`config.mk`:
```
export PLATFORM = sky130hd
export DESIGN_NAME = nibble_addsub_arb
export DESIGN_NICKNAME = d
export VERILOG_FILES = /design/src/rtl/nibble_addsub_arb_pkg.sv /design/src/rtl/nibble_addsub_arb_addsub_nibble.sv /design/src/rtl/nibble_addsub_arb.sv
export SDC_FILE = /design/constraint.sdc
export NUM_CORES = 1
export LEC_CHECK = 0
export CAP_MARGIN = 10
export CORE_ASPECT_RATIO = 0.9
export CORE_MARGIN = 2
export CORE_UTILIZATION = 39
export CTS_CLUSTER_SIZE = 20
export DETAILED_ROUTE_END_ITERATION = 7
export MAX_ROUTING_LAYER = met4
export PLACE_DENSITY = 0.75
export SLEW_MARGIN = 15
export SYNTH_ARGS = -nofsm -noshare
export SYNTH_HDL_FRONTEND = slang
export SYNTH_HIERARCHICAL = 1
export SYNTH_SLANG_ARGS = --single-unit
export TNS_END_PERCENT = 20
```
`constraint.sdc`:
```
create_clock -name clk_i -period 6.5 [get_ports clk_i]
set_input_delay 0.65 -clock clk_i [delete_from_list [all_inputs] [get_ports clk_i]]
set_output_delay 0.65 -clock clk_i [all_outputs]
set_load 0.02 [all_outputs]
```
`src/rtl/nibble_addsub_arb_pkg.sv`:
```
// Shared types and constants for the nibble-serial add/sub arbiter.
package nibble_addsub_arb_pkg;

  localparam int unsigned SliceW = 4;

  localparam logic ModeAdd = 1'b0;
  localparam logic ModeSub = 1'b1;

  typedef enum logic [1:0] {
    StIdle,
    StCalc,
    StDone
  } state_e;

endpackage

```
`src/rtl/nibble_addsub_arb_addsub_nibble.sv`:
```
// Combinational 4-bit add/subtract slice; subtraction inverts b and expects cin=1 on the LS nibble.
module addsub_nibble
  import nibble_addsub_arb_pkg::*;
(
  input  logic [SliceW-1:0] a_i,
  input  logic [SliceW-1:0] b_i,
  input  logic              mode_i,
  input  logic              cin_i,
  output logic [SliceW-1:0] sum_o,
  output logic              cout_o
);

  logic [SliceW-1:0] b_eff;

  assign b_eff = b_i ^ {SliceW{mode_i}};
  assign {cout_o, sum_o} = {1'b0, a_i} + {1'b0, b_eff} + {{SliceW{1'b0}}, cin_i};

endmodule

```
`src/rtl/nibble_addsub_arb.sv`:
```
// Two-requester round-robin front end feeding one serial add/sub datapath, one nibble per cycle.
module nibble_addsub_arb
  import nibble_addsub_arb_pkg::*;
#(
  parameter int unsigned NIBBLES = 4,
  localparam int unsigned W = SliceW * NIBBLES
) (
  input  logic         clk_i,
  input  logic         rst_ni,
  input  logic         req0_valid_i,
  input  logic         req1_valid_i,
  output logic         req0_ready_o,
  output logic         req1_ready_o,
  input  logic [W-1:0] req0_a_i,
  input  logic [W-1:0] req0_b_i,
  input  logic [W-1:0] req1_a_i,
  input  logic [W-1:0] req1_b_i,
  input  logic         req0_mode_i,
  input  logic         req1_mode_i,
  output logic         rsp_valid_o,
  input  logic         rsp_ready_i,
  output logic [W-1:0] rsp_result_o,
  output logic         rsp_cout_o,
  output logic         rsp_ovf_o,
  output logic         rsp_id_o
);

  localparam int unsigned CntW = (NIBBLES > 1) ? $clog2(NIBBLES) : 1;

  state_e          state_q;
  logic [W-1:0]    a_q, b_q, result_q;
  logic            mode_q, id_q, carry_q, ovf_q, valid_q, prio_q;
  logic [CntW-1:0] cnt_q;

  logic              idle, grant0, grant1, hs, last_nib;
  logic [SliceW-1:0] sum;
  logic              cout;

  // prio_q=1 means requester 1 wins a tie
  assign grant1   = req1_valid_i & (~req0_valid_i | prio_q);
  assign grant0   = req0_valid_i & ~grant1;
  assign idle     = (state_q == StIdle);
  assign req0_ready_o = rst_ni & idle & grant0;
  assign req1_ready_o = rst_ni & idle & grant1;
  assign hs       = req0_ready_o | req1_ready_o;
  assign last_nib = (cnt_q == CntW'(NIBBLES - 1));

  // carry_q is preloaded with the mode on acceptance, giving the +1 for subtraction
  addsub_nibble u_slice (
    .a_i    (a_q[cnt_q*SliceW +: SliceW]),
    .b_i    (b_q[cnt_q*SliceW +: SliceW]),
    .mode_i (mode_q),
    .cin_i  (carry_q),
    .sum_o  (sum),
    .cout_o (cout)
  );

  always_ff @(posedge clk_i or negedge rst_ni) begin
    if (!rst_ni) begin
      state_q  <= StIdle;
      a_q      <= '0;
      b_q      <= '0;
      result_q <= '0;
      mode_q   <= ModeAdd;
      id_q     <= 1'b0;
      carry_q  <= 1'b0;
      ovf_q    <= 1'b0;
      valid_q  <= 1'b0;
      prio_q   <= 1'b0;
      cnt_q    <= '0;
    end else begin
      unique case (state_q)
        StIdle: begin
          if (hs) begin
            state_q <= StCalc;
            a_q     <= grant1 ? req1_a_i : req0_a_i;
            b_q     <= grant1 ? req1_b_i : req0_b_i;
            mode_q  <= grant1 ? req1_mode_i : req0_mode_i;
            carry_q <= grant1 ? req1_mode_i : req0_mode_i;
            id_q    <= grant1;
            prio_q  <= ~grant1;
            ovf_q   <= 1'b0;
            cnt_q   <= '0;
          end
        end
        StCalc: begin
          result_q[cnt_q*SliceW +: SliceW] <= sum;
          carry_q <= cout;
          if (last_nib) begin
            state_q <= StDone;
            valid_q <= 1'b1;
            cnt_q   <= '0;
            ovf_q   <= (a_q[W-1] == (b_q[W-1] ^ mode_q)) & (sum[SliceW-1] != a_q[W-1]);
          end else begin
            cnt_q <= cnt_q + CntW'(1);
          end
        end
        StDone: begin
          if (rsp_ready_i) begin
            state_q <= StIdle;
            valid_q <= 1'b0;
          end
        end
        default: state_q <= StIdle;
      endcase
    end
  end

  assign rsp_valid_o  = valid_q;
  assign rsp_result_o = result_q;
  assign rsp_cout_o   = carry_q & valid_q;
  assign rsp_ovf_o    = ovf_q;
  assign rsp_id_o     = id_q;

endmodule

```
==> results_tabular.tex, run 1 <==
\begin{tabular}{lr}
\hline
Metric & Value \\
\hline
\multicolumn{2}{l}{\textbf{STA}} \\
\quad Number of hold violations in the final report & 0 \\
\quad Worst clock skew & 10.5 ps \\
\quad Final number of max-transition violations & 0 \\
\quad Setup repair after global routing missed its margin & no \\
\quad Highest attainable clock frequency & 0.260 GHz \\
\quad Share of the cycle needed by the critical path after routing & 0.593 \\
\quad Headroom to the max-slew limit & 0.469 \\
\quad Total negative setup slack & 0 ps \\
\quad Final count of negative-setup-slack endpoints & 0 \\
\quad Transition time at the pin with the least slew margin & 796 ps \\
\quad Final worst path period need & 3850 ps \\
\multicolumn{2}{l}{\textbf{Finish}} \\
\quad Total inserted antenna cells & 0 \\
\quad Relative area change from synthesis to final layout & 40.1\% \\
\quad Final non-filler cell area & 4170 um\^{}2 \\
\quad Multi-input gate area in the final layout & 1430 um\^{}2 \\
\quad Number of inserted filler cells in the final layout & 671 \\
\quad Layout Nets & 439 \\
\quad Sequential cell area & 1450 um\^{}2 \\
\quad Share of cells above drive strength 1 & 0.0854 \\
\multicolumn{2}{l}{\textbf{Synth}} \\
\quad Post-Synthesis Cell Area & 2980 um\^{}2 \\
\quad Top cell types by occurrence after synthesis & 58 x sky130\_fd\_sc\_hd\_\_dfrtp\_1, 47 x sky130\_fd\_sc\_hd\_\_nand2\_1, 24 x sky130\_fd\_sc\_hd\_\_a21o\_1, 20 x sky130\_fd\_sc\_hd\_\_a22o\_1, 19 x sky130\_fd\_sc\_hd\_\_o21ai\_0 \\
\quad Compound-gate portion of the synthesized area & 0.204 \\
\quad Dominant combinational cell family by area after synthesis & compound AO/OA/AOI/OAI gates \\
\quad Share of synthesized area occupied by flip-flops and latches & 0.487 \\
\quad Async set-or-reset flop fraction in the synthesized netlist & 1.00 \\
\quad Dominant cell by count in the synthesized netlist & sky130\_fd\_sc\_hd\_\_dfrtp\_1 \\
\quad Cell count after synthesis & 267 \\
\quad Fraction of the mapped netlist area in simple logic gates & 0.102 \\
\quad Post-synthesis xor/xnor area fraction & 0.0206 \\
\quad Number of enable flip-flop cells after synthesis & 0 \\
\quad Portion of synthesized cell area occupied by the leading cell type & 0.487 \\
\quad Warning count from the yosys run & 6 \\
\quad Mapped Nets & 347 \\
\quad Syn avg cell area & 11.2 um\^{}2 \\
\quad Most used DFF post-synth & sky130\_fd\_sc\_hd\_\_dfrtp\_1 \\
\quad Yosys top cell by area & sky130\_fd\_sc\_hd\_\_dfrtp\_1 \\
\quad Number of distinct library cells after synthesis & 32 \\
\quad Post-synthesis sequential element count & 58 \\
\quad Leading post-synthesis cells by cell area & sky130\_fd\_sc\_hd\_\_dfrtp\_1 49\%, sky130\_fd\_sc\_hd\_\_a21o\_1 6.1\%, sky130\_fd\_sc\_hd\_\_mux4\_2 6.1\% \\
\quad Mux share of post-synthesis cell area & 0.104 \\
\quad Post-synthesis share of cell area spent on full adders, half adders and majority gates & 0.0429 \\
\multicolumn{2}{l}{\textbf{Setup path}} \\
\quad Buffers plus inverters on the worst setup path & 3 \\
\quad Critical-path cell with the highest stage delay & sky130\_fd\_sc\_hd\_\_and3\_1 \\
\quad Cell family with the largest share of critical-path delay & buffers and inverters \\
\quad Worst Path Arrival & 3200 ps \\
\quad Critical Setup Path Class & in -> out \\
\quad Critical path data required time & 5850 ps \\
\quad Type of element launching the critical path & input port \\
\quad Cell-by-cell listing of the critical path & buf\_2 > buf\_4 > nor3b\_2 > and3\_1 > clkdlybuf4s50\_1 \\
\quad Delay contributed by the slowest stage of the critical path & 740 ps \\
\quad Type of destination of the critical path & output pin \\
\quad Maximum fanout count along the critical path & 60 \\
\multicolumn{2}{l}{\textbf{Global routing}} \\
\quad Antenna violations before repair & 0 \\
\quad Wire length of the first global-routing pass & 10.9 mm \\
\quad Pin count of the biggest net entering global routing & 61 \\
\quad Via count of the first global-routing pass & 2269 \\
\quad Total global routing track utilization & 0.177 \\
\quad Global-route congestion overflow total & 0 \\
\multicolumn{2}{l}{\textbf{Place}} \\
\quad DP Area & 3960 um\^{}2 \\
\quad Post-DP HPWL & 5.14 mm \\
\quad I/O Buffers & 92 \\
\quad Routability-driven placement congestion ratio & 0.757 \\
\multicolumn{2}{l}{\textbf{Clock network}} \\
\quad Clock buffer count from CTS & 9 \\
\quad Post-CTS Resized & 0 \\
\quad Setup Fix Bufs, Post-CTS & 0 \\
\quad Post-CTS Hold Buffers & 0 \\
\quad Clock Sinks & 58 \\
\quad H-tree depth reported by CTS & 3 \\
\quad Clock-pin slew of the registers on the worst-case setup and hold paths & 70 ps \\
\quad CTS tree & done \\
\quad Insertion delay of the later-clocked pin in the worst-skew pair & 330 ps \\
\quad Clk buf depth & 2 \\
\quad Library cell used as clock root buffer & sky130\_fd\_sc\_hd\_\_clkbuf\_8 \\
\multicolumn{2}{l}{\textbf{Routing}} \\
\quad Detailed-route via count & 2305 \\
\quad Number of vias per cell & 5.02 \\
\quad Starting DRC count in detailed routing & 79 \\
\quad Detail-routed net length per standard cell & 14.9 um \\
\quad Sum of routed wire length over all layers & 6.86 mm \\
\quad Detailed-router iteration count before antenna repair & 4 \\
\quad Residual antenna-violating net count after detailed routing & 0 \\
\quad Drt drc & 0 \\
\multicolumn{2}{l}{\textbf{Floorplanning}} \\
\quad Die ar. & 8350 um\^{}2 \\
\quad Die width & 96.1 um \\
\quad Vertical die dimension & 86.9 um \\
\quad Initial Utilization & 0.399 \\
\quad Core footprint & 7470 um\^{}2 \\
\quad Number of rows created at floorplan & 30 \\
\quad IO Pins & 93 \\
\multicolumn{2}{l}{\textbf{Outcome}} \\
\quad Run status & completed \\
\multicolumn{2}{l}{\textbf{Power and ir drop}} \\
\quad Proportion of power drawn by the clock network & 0.161 \\
\quad Relative contribution of sequential cells to total power & 0.321 \\
\quad Leakage power summed over all cells & 1.98 nW \\
\quad Worst supply voltage drop on vdd & 207 uV \\
\quad Switching power & 826 uW \\
\quad Switching part of the total & 0.409 \\
\quad Cell internal power dissipation & 1.20 mW \\
\quad Combinational Power Share & 0.518 \\
\quad PwrDens & 484 nW/um\^{}2 \\
\multicolumn{2}{l}{\textbf{Min path}} \\
\quad Type of the most critical hold path & in -> async \\
\multicolumn{2}{l}{\textbf{Job}} \\
\quad Max-cap viol count & 0 \\
\hline
\end{tabular}
-- cell usage in the layout (no fill, tap or decap), types with 5 or more instances in the layout --
cell type                         Yosys  final
sky130_fd_sc_hd__xor2_1               5      5
sky130_fd_sc_hd__clkbuf_8             0     10
sky130_fd_sc_hd__mux4_2               8      8
sky130_fd_sc_hd__clkdlybuf4s50_1      0     91
sky130_fd_sc_hd__dfrtp_1             58     58
sky130_fd_sc_hd__a22o_1              20     20
sky130_fd_sc_hd__o21ai_0             19     19
sky130_fd_sc_hd__inv_1                8      8
sky130_fd_sc_hd__ha_1                 7      7
sky130_fd_sc_hd__nand2_1             47     47
sky130_fd_sc_hd__o31ai_1             14     14
sky130_fd_sc_hd__mux2i_1             13     13
sky130_fd_sc_hd__a21o_1              24     24
sky130_fd_sc_hd__nand2b_1             5      5
-- through the flow --
step	hold slack, ps	worst slack [ps]	std cells	power, mW	util
2_1_floorplan	354	3880	267	1.38	-
3_3_place_gp	455	2610	443	1.67	0.530
3_5_place_dp	469	2570	443	1.70	0.530
4_1_cts	483	2570	458	2.03	0.556
5_1_grt	504	2350	459	2.19	0.559
6_report	460	2650	459	2.02	0.559
-- metal layers --
metal,vias up,global-route usage,part of all wire
met3,4,0.0329,0.062
met1,1080,0.246,0.46
met5,-,-,0
li1,1143,-,-
met4,0,0.0662,0.0064
met2,78,0.259,0.47
-- final timing paths --
check                      cells after the start  startpoint           end  slack, ps
hold / removal                                 2      rst_ni      rsp_id_o        460
max in group asynchronous                      2      rst_ni        b_q[9]       5550
min in group clk_i                             2     a_q[13]       a_q[13]        480
hold reg to reg                                2     a_q[13]       a_q[13]        480
setup / recovery                               5      rst_ni  req0_ready_o       2650
setup reg to reg                               9    cnt_q[0]     rsp_ovf_o       3410
-- cell type report --
cell class / instances / area share
clock buffer: 10 / 0.0330
clock inverter: 5 / 0.0132
inverter: 8 / 0.00720
multi-input combinational: 187 / 0.342
sequential: 58 / 0.348
tap: 96 / 0.0288
timing repair buffer: 95 / 0.228
-- worst reg2reg max path, cell delays in order (launching register included) --
cell and delay (ps):
sky130_fd_sc_hd__dfrtp_1 830, sky130_fd_sc_hd__mux4_2 610, sky130_fd_sc_hd__xnor2_1 160, sky130_fd_sc_hd__fa_1 390
sky130_fd_sc_hd__nand3b_1 170, sky130_fd_sc_hd__nand2_1 80, sky130_fd_sc_hd__xor2_1 320, sky130_fd_sc_hd__nor2b_1 180
sky130_fd_sc_hd__a21oi_1 90, sky130_fd_sc_hd__o21ai_0 180
-- logic make-up (layout without fill, tap and decap cells) --
kind of cell / after synthesis / in the layout
buffers and inverters: 22 / 118
XOR/XNOR: 7 / 7
multiplexers: 21 / 21
AND/OR/NAND/NOR: 66 / 66
AO/OA/AOI/OAI: 84 / 84
flip-flops: 58 / 58
adder cells (fa/ha/maj): 9 / 9
-- flip-flops by register name, indices dropped and copies added (netlist names) --
signal        flops
a_q              16
b_q              16
carry_q           1
cnt_q             2
mode_q            1
prio_q            1
rsp_id_o          1
rsp_ovf_o         1
rsp_result_o     16
rsp_valid_o       1
state_q           2
-- power by group through the flow --
stage / clock [mW] / combinational (mW) / sequential, mW
after floorplan: 0 / 0.754 / 0.630
after global placement: 0 / 1.02 / 0.651
after detailed placement: 0 / 1.04 / 0.657
after CTS: 0.332 / 1.05 / 0.653
after global routing: 0.349 / 1.17 / 0.672
final: 0.326 / 1.05 / 0.649
No activity file was read; power rests on OpenSTA's default activity.
==> inputs of run 2 (changes only) <==
==> constraint.sdc (replaced) <==
create_clock -name clk_i -period 3.8 [get_ports clk_i]
set_input_delay 0.38 -clock clk_i [delete_from_list [all_inputs] [get_ports clk_i]]
set_output_delay 0.38 -clock clk_i [all_outputs]
set_load 0.02 [all_outputs]
==> run 2 against run 1 <==
Net effect:
- global-route usage grew 0.85 points
- clock skew is 2.1 ps lower
- setup slack worse by 1700 ps
- critical path type unchanged
- hold slack worse by 230 ps
- register-to-register slack got worse by 2300 ps
- count of clock-buffer cells in the layout is 3 higher
- die area did not move
==> results_tabular.tex, run 2 (synthesized netlist as in run 1, its figures left out) <==
\begin{tabular}{lr}
\hline
Metric & Value \\
\hline
\multicolumn{2}{l}{\textbf{Clock network}} \\
\quad CTS tree & done (unchanged) \\
\quad Clock Sinks & 58 (unchanged) \\
\quad Insertion delay of the later-clocked pin in the worst-skew pair & 340 ps (was 330 ps) \\
\quad Clock-pin slew of the registers on the worst-case setup and hold paths & 70 ps (about the same) \\
\quad Clock buffer count from CTS & 9 (unchanged) \\
\quad Post-CTS Hold Buffers & 0 (unchanged) \\
\quad Post-CTS Resized & 0 (unchanged) \\
\quad Library cell used as clock root buffer & sky130\_fd\_sc\_hd\_\_clkbuf\_8 (unchanged) \\
\quad Clk buf depth & 2 (unchanged) \\
\quad H-tree depth reported by CTS & 3 (unchanged) \\
\quad Setup Fix Bufs, Post-CTS & 0 (unchanged) \\
\multicolumn{2}{l}{\textbf{Floorplanning}} \\
\quad Vertical die dimension & 86.9 um (unchanged) \\
\quad Die width & 96.1 um (unchanged) \\
\quad Core footprint & 7470 um\^{}2 (unchanged) \\
\quad IO Pins & 93 (unchanged) \\
\quad Initial Utilization & 0.399 (unchanged) \\
\quad Die ar. & 8350 um\^{}2 (unchanged) \\
\quad Number of rows created at floorplan & 30 (unchanged) \\
\multicolumn{2}{l}{\textbf{Finish}} \\
\quad Most common cell after layout, fill and taps aside & sky130\_fd\_sc\_hd\_\_clkdlybuf4s50\_1 (unchanged) \\
\quad Layout Nets & 441 (was 439) \\
\quad Relative area change from synthesis to final layout & 41.8\% (was 40.1\%) \\
\quad Top library cells by usage in the layout, fill and taps aside & 91 x sky130\_fd\_sc\_hd\_\_clkdlybuf4s50\_1, 58 x sky130\_fd\_sc\_hd\_\_dfrtp\_1, 47 x sky130\_fd\_sc\_hd\_\_nand2\_1 (unchanged) \\
\quad Share of cells above drive strength 1 & 0.0849 (was 0.0854) \\
\quad Number of cells in the finished layout apart from fillers & 461 (was 459) \\
\quad Total inserted antenna cells & 0 (unchanged) \\
\multicolumn{2}{l}{\textbf{STA}} \\
\quad Final worst path period need & 2840 ps \\
\quad Total negative setup slack & 0 ps (unchanged) \\
\quad Headroom to the max-slew limit & 0.527 (was 0.469) \\
\quad Final number of max-transition violations & 0 (unchanged) \\
\quad Transition time at the pin with the least slew margin & 709 ps (was 796 ps) \\
\quad Worst clock skew & 8.41 ps (was 10.5 ps) \\
\quad Share of the cycle needed by the critical path after routing & 0.747 \\
\quad Final hold slack & 227 ps (was 460 ps) \\
\quad Setup repair after global routing missed its margin & no (unchanged) \\
\quad Number of hold violations in the final report & 0 (unchanged) \\
\quad Final count of negative-setup-slack endpoints & 0 (unchanged) \\
\quad Highest attainable clock frequency & 0.353 GHz \\
\multicolumn{2}{l}{\textbf{Setup path}} \\
\quad Type of element launching the critical path & input port (unchanged) \\
\quad Reg2Reg Setup Slack & 1140 ps (was 3410 ps) \\
\quad Maximum fanout count along the critical path & 22 (was 60) \\
\quad Type of destination of the critical path & output pin (unchanged) \\
\quad Worst Path Arrival & 2460 ps (was 3200 ps) \\
\quad Critical Setup Path Class & in -> out (unchanged) \\
\quad Critical path data required time & 3420 ps (was 5850 ps) \\
\multicolumn{2}{l}{\textbf{Place}} \\
\quad Total placed cells including tap cells & 445 (was 443) \\
\quad Post-DP HPWL & 5.18 mm (was 5.14 mm) \\
\quad I/O Buffers & 92 (unchanged) \\
\quad Routability-driven placement congestion ratio & 0.796 (was 0.757) \\
\multicolumn{2}{l}{\textbf{Global routing}} \\
\quad Antenna violations before repair & 0 (unchanged) \\
\quad Via count of the first global-routing pass & 2377 (was 2269) \\
\quad Pin count of the biggest net entering global routing & 59 (was 61) \\
\quad Total global routing track utilization & 0.186 (was 0.177) \\
\quad Global-route congestion overflow total & 0 (unchanged) \\
\quad Wire length of the first global-routing pass & 11.3 mm (was 10.9 mm) \\
\multicolumn{2}{l}{\textbf{Power and ir drop}} \\
\quad Proportion of power drawn by the clock network & 0.179 (was 0.161) \\
\quad Switching part of the total & 0.393 (was 0.409) \\
\quad Combinational Power Share & 0.513 (was 0.518) \\
\quad Relative contribution of sequential cells to total power & 0.308 (was 0.321) \\
\quad Worst supply voltage drop on vdd & 409 uV (was 207 uV) \\
\quad Total Power & 3.54 mW (was 2.02 mW) \\
\quad Cell internal power dissipation & 2.15 mW (was 1.20 mW) \\
\quad Leakage power summed over all cells & 2.01 nW (was 1.98 nW) \\
\quad Switching power & 1.39 mW (was 826 uW) \\
\quad PwrDens & 838 nW/um\^{}2 (was 484 nW/um\^{}2) \\
\multicolumn{2}{l}{\textbf{Routing}} \\
\quad Detailed-route via count & 2370 (was 2305) \\
\quad Number of vias per cell & 5.14 (was 5.02) \\
\quad Detail-routed net length per standard cell & 15.1 um (was 14.9 um) \\
\quad Starting DRC count in detailed routing & 157 (was 79) \\
\quad Residual antenna-violating net count after detailed routing & 0 (unchanged) \\
\quad Detailed-router iteration count before antenna repair & 4 (unchanged) \\
\quad Sum of routed wire length over all layers & 6.98 mm (was 6.86 mm) \\
\quad Drt drc & 0 (unchanged) \\
\multicolumn{2}{l}{\textbf{Min path}} \\
\quad Type of the most critical hold path & in -> async (unchanged) \\
\multicolumn{2}{l}{\textbf{Outcome}} \\
\quad Run status & completed (unchanged) \\
\multicolumn{2}{l}{\textbf{Job}} \\
\quad Max-cap viol count & 0 (unchanged) \\
\hline
\end{tabular}
run 2: cell types whose count changed in the layout (fill, tap and decap cells not counted), sizes merged:
cell and delta:
buf +2, clkbuf +3, clkinv -2, bufinv +1
clkinvlp -2
run 2: metrics by stage:
| step | area (um^2) | worst slack (ps) | util |
|---|---|---|---|
| global route | 4220 | 840 | 0.565 |
| detailed placement | 3980 | 953 | 0.532 |
| finish | 4220 | 963 | 0.565 |
| floorplan | 2980 | 1180 | - |
| global placement | 3980 | 1030 | 0.532 |
| CTS | 4190 | 955 | 0.561 |
run 2: final cells by class:
type,instances,area [um^2]
sequential,58,1450
fill,631,3250
timing repair buffer,97,973
clock buffer,13,159
tap,96,120
multi-input combinational,187,1430
inverter,8,30.0
clock inverter,2,60.1
run 2: worst paths after layout:
path | start | to | depth (start not counted)
setup / recovery | req0_valid_i | req1_ready_o | 6
hold / removal | rst_ni | prio_q | 2
setup reg to reg | cnt_q[0] | rsp_result_o[6] | 9
hold reg to reg | a_q[14] | a_q[14] | 2
max in group asynchronous | rst_ni | rsp_result_o[1] | 2
min in group clk_i | a_q[14] | a_q[14] | 2
run 2: power by group through the flow:
stage / Sequential (mW) / Combinational, mW / Clock, mW
final: 1.09 / 1.82 / 0.633
after global routing: 1.12 / 2.04 / 0.667
after CTS: 1.09 / 1.82 / 0.647
after detailed placement: 1.10 / 1.82 / 0
after global placement: 1.09 / 1.77 / 0
after floorplan: 1.08 / 1.29 / 0
run 2: critical path, cell delays in order:
cell,delay (ps)
sky130_fd_sc_hd__clkdlybuf4s50_1,580
sky130_fd_sc_hd__inv_1,110
sky130_fd_sc_hd__o21ai_4,500
sky130_fd_sc_hd__nor4b_4,90
sky130_fd_sc_hd__buf_4,230
sky130_fd_sc_hd__clkdlybuf4s50_1,560
run 2: layer usage:
metal	part of all wire	GRT usage
met5	0	-
met4	0.013	0.0688
met3	0.067	0.0519
met2	0.47	0.273
met1	0.45	0.246
==> edit 1 (settings of run 1) <==
Change the package constant `SliceW` from 4 to 8.
--- a/src/rtl/nibble_addsub_arb_pkg.sv
+++ b/src/rtl/nibble_addsub_arb_pkg.sv
@@ -1,7 +1,7 @@
 // Shared types and constants for the nibble-serial add/sub arbiter.
 package nibble_addsub_arb_pkg;
 
-  localparam int unsigned SliceW = 4;
+  localparam int unsigned SliceW = 8;
 
   localparam logic ModeAdd = 1'b0;
   localparam logic ModeSub = 1'b1;
Interface: changed (5 resized); port bits go from 93 to 173. No check against the original RTL was run, so the function may have changed too.
==> edit 1 against run 1 <==
  * Hold slack worse by 0.20 ns
  * Area after synthesis is 80% higher
  * First-iteration DRC count grew to 3.3 times the old value
  * Clock skew hardly changed
  * Largest power group unchanged
  * Total power is 92% higher
  * Clock power is 57% higher
  * Final area is 80% higher
  * Largest cell class unchanged
  * Synthesized cell count is 72% higher
  * Wire length is 100% higher
  * Setup slack better by 0.029 ns
  * Sequential cell count is 48 higher
==> edit 1: results <==
run_status:
  status: "completed"
power_and_ir_drop:
  power.leakage_nw: 3.27
  p_comb_share_pct: 56.8
  pg_clk_uw: 513
  vdd_drop_max_uv: 352
  power.internal_mw: 2.19
synth:
  synth-xor-area-share_pct: 2.12
  ys_top_cells_by_count: "dfrtp_1 (106), nand2_1 (54), o21ai_0 (39), a221o_1 (36), mux2i_1 (29)"
  ys_top_cells_by_area: "dfrtp_1 (49%), a221o_1 (6.7%), mux4_2 (6.7%), mux2i_1 (5.4%), a22o_1 (3.9%)"
  ys_warn_count: 6
  muxShareOfSynthArea_pct: 12.1
  syn-num-nets: 606
  synth-compound-area-share_pct: 17.7
  synth-seq-area-share_pct: 49.4
  synthArstFlopShare_pct: 100
  synth.distinct_cells: 43
  synth_fa_ha_area_share_pct: 3.31
cells_and_area:
  diodes: 0
  finish.net_count: 765
  drive_gt1_share_pct: 8.04
clock_network:
  cts_buffers: 9
  clk_pin_slew_ns: 0.07
  cts_max_level: 3
  clockBufferDepth: 2
  post-cts-setup-buffers: 0
  cts_resized: 0
  ctsRootBufferMaster: "clkbuf_16"
  clock_latency_ns: 0.35
worst_setup_path:
  reg2reg_depth: 11
  cpPeakStageDelay_ns: 0.77
  crit_family: "buffers and inverters"
  arrival_ns: 3.17
  worstPathMaxFanout: 39
  crit_path_top_delay_cell: "a21oi_4"
drt:
  routed_wl_um: 14000
  drt_iter0_markers: 264
  top_layer_used: "met4"
  wl_met3_um: 727
  wl_met1_um: 6160
  dr.pass1.iters: 6
  vias: 4185
  met2_length_um: 6870
grt:
  met1_usage_pct: 26.1
  grt_max_degree: 101
  grt_most_used_layer: "met2"
  antenna_found_initial: 0
  met2_usage_pct: 33.3
  met3_usage_pct: 3.58
  grt_usage_pct: 20.4
  grt_first_pass_wirelength_um: 22500
  grt_pass1_vias: 4425
timing:
  final_max_slew_viol_count: 0
  fin_skew_ns: 0.0103
  relSlewSlack_pct: 34.3
place:
  pre_cts_slack_ns: 2.67
  io_buffers: 172
  gp_congestion: 0.903
  dp_hpwl_um: 10700
worst_hold_path:
  hold_path_class: "input port to asynchronous set/reset pin"
[edit 1: changes by cell type in the layout (fill, tap and decap cells not counted), moves of 8 or more]
cell | before | now
dfrtp_1 | 58 | 106
and2_0 | 0 | 16
a221o_1 | 0 | 36
o21ai_0 | 19 | 39
clkbuf_16 | 0 | 9
a21o_1 | 24 | 2
o31ai_1 | 14 | 3
mux4_2 | 8 | 16
and2_1 | 1 | 21
clkdlybuf4s50_1 | 91 | 171
mux2i_1 | 13 | 29
clkbuf_8 | 10 | 0
[edit 1: area by class of cell]
class                   count  area [um2]
inverters                  12        45.0
clock inverters             6        48.8
well taps                 168         210
clock buffers              10         229
multi-input cells         311        2550
fillers                  1148        5920
repair buffers            177        1760
flip-flops and latches    106        2650
[edit 1: path summary, 6_finish.rpt]
path | from | to | slack [ns]
max in group asynchronous | rst_ni | rsp_result_o[17] | 4.97
hold / removal | rst_ni | a_q[1] | 0.26
setup / recovery | rst_ni | req0_ready_o | 2.68
hold reg to reg | b_q[14] | b_q[14] | 0.48
setup reg to reg | cnt_q[1] | rsp_ovf_o | 2.92
min in group clk_i | b_q[14] | b_q[14] | 0.48
[edit 1: logic make-up after synthesis]
logic type	count (synthesis)
DFF	106
xor gates and xnor gates	13
AOI/OAI and AO/OA	125
adders and majority gates	13
muxes	45
buffers and inverters	41
and+or+nand+nor	115
[edit 1: per-stage QoR]
step | util, % | hold slack (ns) | cells | instance area [um2] | total power [mW]
global placement | 53.8 | 0.457 | 774 | 7220 | 3.27
CTS | 55.9 | 0.267 | 790 | 7500 | 3.89
finish | 55.9 | 0.260 | 790 | 7500 | 3.88
global route | 55.9 | 0.293 | 790 | 7500 | 4.15
detailed placement | 53.8 | 0.470 | 774 | 7220 | 3.35
floorplan | - | 0.354 | 458 | 5370 | 2.64
==> edit 2 (settings of run 1) <==
Made on the original files. Register the output `rsp_ovf_o` once more; this adds one clock of latency there. The other outputs are not delayed to match.
--- a/src/rtl/nibble_addsub_arb.sv
+++ b/src/rtl/nibble_addsub_arb.sv
@@ -109,7 +109,9 @@
   assign rsp_valid_o  = valid_q;
   assign rsp_result_o = result_q;
   assign rsp_cout_o   = carry_q & valid_q;
-  assign rsp_ovf_o    = ovf_q;
+  always_ff @(posedge clk_i) begin
+    rsp_ovf_o <= ovf_q;
+  end
   assign rsp_id_o     = id_q;
 
 endmodule
Check against the original RTL: not equivalent (Yosys sat finds a counterexample within 10 cycles, from zero or initial values and one cycle with rst_ni low).
==> edit 2 against run 1 <==
  * Final area up 0.69%
  * First-iteration DRC count grew 10%
  * Critical path depth unchanged
  * Global-route usage is 0.57 points higher
  * Setup slack got worse by 0.016 ns
  * Sequential power rose by 2%
  * Total power rose by 0.76%
  * Area after synthesis rose by 0.67%
  * Sequential cell count rose by 1
  * Wire length decreased by 0.29%
==> edit 2: results <==
place:
  pre_cts_slack_ns: 2.58
  gp_congestion: 0.746
  dp_hpwl_um: 5100
worst_setup_path:
  reg2reg_depth: 8
  arrival_ns: 3.22
  rrSetupSlack_ns: 3.45
power_and_ir_drop:
  vdd_drop_max_uv: 185
  power.leakage_nw: 2.00
drt:
  wl_per_cell_um: 14.9
  via_per_inst: 5.07
  drt_iter0_markers: 87
synth:
  synth-seq-area-share_pct: 49.1
  synthArstFlopShare_pct: 98.3
  syn-num-nets: 348
  ys_top_cells_by_area: "dfrtp_1 (48%), a21o_1 (6.0%), mux4_2 (6.0%), nand2_1 (5.9%), a22o_1 (5.8%)"
  synth.distinct_cells: 33
  synth_top_area_share_pct: 48.4
timing:
  hold_ws_ns: 0.379
  fin_skew_ns: 0.00840
  fin_crit_sh_pct: 59.5
  worstMarginPinSlew_ns: 0.818
grt:
  grt_first_pass_wirelength_um: 11200
  antenna_found_initial: 0
  grt_usage_pct: 18.3
  grt_pass1_vias: 2375
cells_and_area:
  drive_gt1_share_pct: 7.97
  finish.net_count: 440
  n_fill_cell: 667
run_status:
  status: "completed"
clock_network:
  cts_buffers: 9
  clockBufferDepth: 2
  ctsRootBufferMaster: "clkbuf_8"
worst_hold_path:
  hold_path_class: "flop to flop"
-- edit 2: layer usage --
metal,wire length (um),share of wire (%),vias to the layer above,track usage [%]
met5,0,0,-,-
met4,132,1.9,0,8.07
met3,445,6.5,13,4.76
met2,3230,47,82,26.7
met1,3040,44,1093,24.1
li1,-,-,1143,-
-- edit 2: logic make-up after synthesis --
logic type	synth area share, %
AND/OR/NAND/NOR	10.1
XOR/XNOR	2.05
buffers and inverters	3.84
AO/OA/AOI/OAI	20.3
adder cells (fa/ha/maj)	4.26
multiplexers	10.4
flip-flops	49.1
-- edit 2: metrics by stage --
step | util, % | instances | instance area [um2]
2_1_floorplan | - | 268 | 3000
3_3_place_gp | 53.0 | 444 | 3980
3_5_place_dp | 53.0 | 444 | 3980
4_1_cts | 55.6 | 459 | 4170
5_1_grt | 56.0 | 460 | 4200
6_report | 56.0 | 460 | 4200
-- edit 2: report_power, final --
part	internal [mW]	switching (mW)	total [mW]
clock	0.195	0.134	0.329
combinational	0.506	0.543	1.05
sequential	0.519	0.139	0.659
-- edit 2: cell type report --
cell class,count,area share (%)
flip-flops and latches,59,35.0
multi-input cells,187,34.0
repair buffers,95,22.8
clock buffers,13,3.78
well taps,96,2.86
clock inverters,2,0.834
inverters,8,0.715
-- edit 2: final timing paths --
path | from | end
setup / recovery | rst_ni | req0_ready_o
hold / removal | ovf_q | rsp_ovf_o
setup reg to reg | cnt_q[0] | rsp_result_o[7]
hold reg to reg | ovf_q | rsp_ovf_o
max in group asynchronous | rst_ni | rsp_result_o[3]
min in group asynchronous | rst_ni | a_q[0]
-- edit 2: worst max-delay path: stages --
cell and delay [ns]:
buf_2 0.07, buf_4 0.56, nor3b_2 0.41, and3_1 0.75, clkdlybuf4s50_1 0.74
